==> src/rtl/debounce_pkg.sv <==
// rtl/debounce_pkg.sv - shared state encoding and defaults for the button debouncer
package debounce_pkg;

    typedef enum logic [1:0] {
        S_LOW      = 2'd0,
        S_CHK_HIGH = 2'd1,
        S_HIGH     = 2'd2,
        S_CHK_LOW  = 2'd3
    } db_state_t;

    localparam int DEFAULT_DEBOUNCE_CYCLES = 4;
    localparam int DEFAULT_PRESS_W         = 8;

endpackage

==> src/rtl/btn_debounce_edge_if.sv <==
// rtl/btn_debounce_edge_if.sv - button input/control and conditioned outputs bundle
interface btn_debounce_edge_if #(
    parameter int PRESS_W = 8
);
    logic               btn_raw;
    logic               enable;
    logic               clear_count;
    logic               level;
    logic               rise_pulse;
    logic               fall_pulse;
    logic [PRESS_W-1:0] press_count;
    logic               busy;

    modport master (
        output btn_raw, enable, clear_count,
        input  level, rise_pulse, fall_pulse, press_count, busy
    );

    modport slave (
        input  btn_raw, enable, clear_count,
        output level, rise_pulse, fall_pulse, press_count, busy
    );
endinterface

==> src/rtl/sync_2ff.sv <==
// rtl/sync_2ff.sv - two-flop synchronizer for asynchronous single-bit inputs
module sync_2ff (
    input  logic clk,
    input  logic rst_n,
    input  logic d,
    output logic q
);
    logic s1;
    logic s2;

    always_ff @(posedge clk) begin
        if (!rst_n) begin
            s1 <= 1'b0;
            s2 <= 1'b0;
        end else begin
            s1 <= d;
            s2 <= s1;
        end
    end

    assign q = s2;
endmodule

==> src/rtl/btn_debounce_edge.sv <==
// rtl/btn_debounce_edge.sv - debounced button level, edge pulses and saturating press counter
module btn_debounce_edge
    import debounce_pkg::*;
#(
    parameter int DEBOUNCE_CYCLES = DEFAULT_DEBOUNCE_CYCLES,
    parameter int PRESS_W         = DEFAULT_PRESS_W
) (
    input logic           clk,
    input logic           rst_n,
    btn_debounce_edge_if.slave bus
);
    localparam int             CNT_W    = $clog2(DEBOUNCE_CYCLES + 1);
    localparam logic [CNT_W-1:0] CNT_LAST = CNT_W'(DEBOUNCE_CYCLES - 1);

    db_state_t          state, state_nxt;
    logic [CNT_W-1:0]   cnt, cnt_nxt;
    logic               rise_nxt, fall_nxt;
    logic               btn_sync;
    logic               level_q, busy_q, rise_q, fall_q;
    logic [PRESS_W-1:0] press_q;

    sync_2ff u_sync (
        .clk   (clk),
        .rst_n (rst_n),
        .d     (bus.btn_raw),
        .q     (btn_sync)
    );

    always_ff @(posedge clk) begin
        if (!rst_n) begin
            state <= S_LOW;
            cnt   <= '0;
        end else begin
            state <= state_nxt;
            cnt   <= cnt_nxt;
        end
    end

    // A check state aborts back to the stable state it came from whenever the
    // synchronized input reverts or debouncing is disabled.
    always_comb begin
        state_nxt = state;
        cnt_nxt   = cnt;
        rise_nxt  = 1'b0;
        fall_nxt  = 1'b0;
        case (state)
            S_LOW: begin
                if (btn_sync && bus.enable) begin
                    state_nxt = S_CHK_HIGH;
                    cnt_nxt   = '0;
                end
            end
            S_CHK_HIGH: begin
                if (!btn_sync || !bus.enable) begin
                    state_nxt = S_LOW;
                    cnt_nxt   = '0;
                end else if (cnt == CNT_LAST) begin
                    state_nxt = S_HIGH;
                    cnt_nxt   = '0;
                    rise_nxt  = 1'b1;
                end else begin
                    cnt_nxt = cnt + 1'b1;
                end
            end
            S_HIGH: begin
                if (!btn_sync && bus.enable) begin
                    state_nxt = S_CHK_LOW;
                    cnt_nxt   = '0;
                end
            end
            S_CHK_LOW: begin
                if (btn_sync || !bus.enable) begin
                    state_nxt = S_HIGH;
                    cnt_nxt   = '0;
                end else if (cnt == CNT_LAST) begin
                    state_nxt = S_LOW;
                    cnt_nxt   = '0;
                    fall_nxt  = 1'b1;
                end else begin
                    cnt_nxt = cnt + 1'b1;
                end
            end
            default: begin
                state_nxt = S_LOW;
                cnt_nxt   = '0;
            end
        endcase
    end

    // Outputs are decoded from the next state so they change on the same edge as the state.
    always_ff @(posedge clk) begin
        if (!rst_n) begin
            level_q <= 1'b0;
            busy_q  <= 1'b0;
            rise_q  <= 1'b0;
            fall_q  <= 1'b0;
            press_q <= '0;
        end else begin
            level_q <= (state_nxt == S_HIGH) || (state_nxt == S_CHK_LOW);
            busy_q  <= (state_nxt == S_CHK_HIGH) || (state_nxt == S_CHK_LOW);
            rise_q  <= rise_nxt;
            fall_q  <= fall_nxt;
            if (bus.clear_count) begin
                press_q <= '0;
            end else if (rise_nxt && (press_q != {PRESS_W{1'b1}})) begin
                press_q <= press_q + 1'b1;
            end
        end
    end

    assign bus.level       = level_q;
    assign bus.busy        = busy_q;
    assign bus.rise_pulse  = rise_q;
    assign bus.fall_pulse  = fall_q;
    assign bus.press_count = press_q;
endmodule
==> src/flat_wrapper.sv <==
// flat-port wrapper written by rule: the top's interface ports become plain ports
module btn_debounce_edge_flat import debounce_pkg::*;
#(
    parameter int DEBOUNCE_CYCLES = DEFAULT_DEBOUNCE_CYCLES,
    parameter int PRESS_W         = DEFAULT_PRESS_W
)
  (clk, rst_n, bus_btn_raw, bus_enable, bus_clear_count, bus_level, bus_rise_pulse, bus_fall_pulse, bus_press_count, bus_busy);
  btn_debounce_edge_if #(.PRESS_W(PRESS_W)) bus_i ();
  input logic clk;
  input logic rst_n;
  input wire logic [$bits(bus_i.btn_raw)-1:0] bus_btn_raw;
  input wire logic [$bits(bus_i.enable)-1:0] bus_enable;
  input wire logic [$bits(bus_i.clear_count)-1:0] bus_clear_count;
  output wire logic [$bits(bus_i.level)-1:0] bus_level;
  output wire logic [$bits(bus_i.rise_pulse)-1:0] bus_rise_pulse;
  output wire logic [$bits(bus_i.fall_pulse)-1:0] bus_fall_pulse;
  output wire logic [$bits(bus_i.press_count)-1:0] bus_press_count;
  output wire logic [$bits(bus_i.busy)-1:0] bus_busy;
  assign bus_i.btn_raw = bus_btn_raw;
  assign bus_i.enable = bus_enable;
  assign bus_i.clear_count = bus_clear_count;
  assign bus_level = bus_i.level;
  assign bus_rise_pulse = bus_i.rise_pulse;
  assign bus_fall_pulse = bus_i.fall_pulse;
  assign bus_press_count = bus_i.press_count;
  assign bus_busy = bus_i.busy;
  btn_debounce_edge #(.DEBOUNCE_CYCLES(DEBOUNCE_CYCLES), .PRESS_W(PRESS_W)) u_core (.clk(clk), .rst_n(rst_n), .bus(bus_i));
endmodule
==> config.mk <==
export PLATFORM = sky130hd
export DESIGN_NAME = btn_debounce_edge_flat
export DESIGN_NICKNAME = d
export VERILOG_FILES = /design/src/rtl/debounce_pkg.sv /design/src/rtl/btn_debounce_edge_if.sv /design/src/rtl/sync_2ff.sv /design/src/rtl/btn_debounce_edge.sv /design/src/flat_wrapper.sv
export SDC_FILE = /design/constraint.sdc
export NUM_CORES = 1
export LEC_CHECK = 0
export CAP_MARGIN = 10
export CORE_UTILIZATION = 52
export DETAILED_ROUTE_END_ITERATION = 16
export HOLD_SLACK_MARGIN = 0.08
export PLACE_DENSITY = 0.89
export SLEW_MARGIN = 20
export SYNTH_ARGS = -nofsm -noshare
export SYNTH_HDL_FRONTEND = slang
export SYNTH_SLANG_ARGS = --single-unit
==> constraint.sdc <==
create_clock -name clk -period 4.7 [get_ports clk]
set_clock_uncertainty 0.05 [all_clocks]
set_input_delay 1.175 -clock clk [delete_from_list [all_inputs] [get_ports clk]]
set_output_delay 1.175 -clock clk [all_outputs]
set_load 0.01 [all_outputs]
==> impl_metrics.ini <==
[synth]
syn_inst = 78
ys.flop_type = dfxtp_1
synth_top_area_share_pct = 44.7
yosys.area.top_type = dfxtp_1
yosysUniqueCellTypes = 38
syn_area_sq_um = 806
synth_edf_count = 0
synth-async-reset-ratio_pct = 0
avgSynthCellArea_sq_um = 10.3
synth_nets = 85
ys_ff_latch = 18
netlist_top_cells_count = dfxtp_1 (18), nor2_1 (6), nor2b_1 (4)
ys_seq_area_share_pct = 44.7
synth_warnings = 0
ys_top_cells_by_area = dfxtp_1 (45%), o2111ai_4 (3.3%), xor2_1 (3.3%)
synth.most_common_cell = dfxtp_1

[worst_hold_path]
hold_end = u_core.u_sync.q
worstHoldStart = u_core.u_sync.s1
hp-class = reg2reg
min_path_cells = 1

[worst_setup_path]
crit_chain = clkdlybuf4s50_1, and4b_1, o2111ai_4, or4_1, a21oi_1
endpoint_kind = flop
reg2reg_from = u_core.cnt[0]
cpPeakStageDelay_ns = 0.50
critical_path_arrival_ns = 2.83
worstSetupPathType = in2reg
cp_max_fo = 7
critPathBufInv = 1
critical_path.top_delay_family = simple AND/OR/NAND/NOR gates
r2r_end = u_core.bus.press_count[7]
startpoint_type = input pin
crit_slowest_cell = clkdlybuf4s50_1
required_ns = 4.88
reg2reg_depth = 5
r2r_slack_ns = 2.86

[pwr]
combinationalPowerShare_pct = 3.8
power_frac_seq_pct = 64.7
power.net_switching_uw = 49.5
power.internal_uw = 188
p_leak_uw = 0.000379
p_sw_share_pct = 20.8
ir_drop_uv = 158
powerDensity_nw_per_um2 = 241
clkPwrFrac_pct = 31.4

[layout]
fin_cells = 109
fillers = 112
final_layout_size_suffix_gt1_share_pct = 10.6
nets = 103
diodes = 0
utilization_pct = 72.3
syn_to_final_growth_pct = 22.5

[cts]
cts_resized = 0
cts_setup_buffers = 0
cts_max_level = 1
ctsRootBufferMaster = clkbuf_4
clk_latency_ns = 0.29
clk_pin_slew_ns = 0.10
cts.path.max_buffers = 2
cts_buffers = 3
hold_buffers = 0
cts_tree = built
cts_sinks = 18

[flow_run]
max_cap_viol_count = 0

[sta]
slew_headroom_pct = 78.7
timing.setup.tns_ns = 0
period_share_pct = 56.6
min_period_ns = 2.66
grt_setup_unrepaired = no
slew_viol_final = 0
worst_slew_pin_slew_ns = 0.317
fmax_mhz = 376
setup_viol = 0
finalHoldViolations = 0

[grt]
grt_overflow = 0
grtUsageTotal_pct = 20.7
grt_start_max_net_pins = 12
grt_pass1_wl_mm = 2.20
grt_pass1_vias = 518
antenna_found_initial = 0

[floorplan]
fp.dieH_microns = 41.4
dieArea_sq_um = 1710
placementRows = 13
io_pins = 17
coreArea_sq_um = 1370
start_util_pct = 59.0
die_w_microns = 41.4

[detailed_routing]
final_antenna_net_count = 0
dr.pass1.iters = 4
drc_errors = 0
vias = 613
finalWirelength_mm = 1.41
vias_per_cell = 5.62
drt_iter0_drc = 7
wire_per_inst_microns = 12.9

[placement]
place.gp.congestion = 0.716
dp_cells = 106
hpwl_mm = 1.07
port_buffers = 16

[status]
status = complete, no violations
sequential cells by signal, summed over array words and instances, names as in the netlist:
register                cells
u_core.bus.press_count      8
u_core.cnt                  3
u_core.state                2
u_core.bus.fall_pulse       1
u_core.bus.level            1
u_core.bus.rise_pulse       1
u_core.u_sync.q             1
u_core.u_sync.s1            1
layout make-up:
cell class	count	area (sq um)	share of cell area (%)
timing repair buffer	16	160	16.2
sequential	18	360	36.5
tap	15	18.8	1.90
inverter	2	7.51	0.760
clock buffer	3	22.5	2.28
multi-input combinational	55	418	42.3
power groups by stage:
stage	registers (uW)	clock network (uW)	logic [uW]
floorplan	157	0	4.72
global placement	157	0	9.10
detailed placement	158	0	9.10
CTS	154	74.5	9.16
global route	154	83.1	9.99
finish	154	74.8	9.13
kinds of logic after synthesis:
kind of cell,count (synthesis),synth area share [%]
compound gates,13,14.3
xor+xnor,5,5.44
fa+ha+maj,2,3.11
buf+inv,5,3.42
flops,18,44.7
mux,2,2.48
simple gates,33,26.6
worst max-delay path by stage:
stage | slack [ns] | cells past startpoint | end | startpoint
detailed placement | 1.74 | 5 | u_core.bus.press_count[7] | bus_enable
CTS | 2.04 | 5 | u_core.bus.press_count[7] | bus_enable
global route | 1.94 | 5 | u_core.bus.press_count[7] | bus_enable
floorplan | 2.44 | 5 | u_core.bus.press_count[7] | bus_enable
global placement | 1.79 | 5 | u_core.bus.press_count[7] | bus_enable
finish | 2.04 | 5 | u_core.bus.press_count[7] | bus_enable
per-stage QoR:
step                instance area [sq um]  total power [uW]  hold slack (ns)  worst slack, ns
detailed placement                    965               167            0.391             1.74
finish                                987               238            0.414             2.04
CTS                                   987               238            0.414             2.04
global route                          987               247            0.436             1.94
floorplan                             806               162            0.362             2.44
global placement                      965               167            0.368             1.79
per-layer routing:
layer  part of all wire [%]  track usage [%]  up-vias  wire [microns]
met2                     47             33.2       13             665
met1                     46             24.1      284             646
met3                    4.5             6.38        5              63
met5                      0                0        -               0
met4                    2.3             12.1        0              32
li1                       -                -      311               -
cell usage in the layout, fill, tap and decap left out, types with 2 or more instances in the layout:
| cell type | count |
|---|---|
| dfxtp_1 | 18 |
| clkdlybuf4s50_1 | 16 |
| nor2_1 | 6 |
| nor2b_1 | 4 |
| nand3_1 | 3 |
| xor2_1 | 3 |
| a21oi_1 | 3 |
| nand2_1 | 3 |
| clkbuf_4 | 3 |
| mux2i_1 | 2 |
| and2_1 | 2 |
| or3_1 | 2 |
| and3_2 | 2 |
| inv_1 | 2 |
| xnor2_1 | 2 |
| ha_1 | 2 |
(Power assumes the default switching activity.)
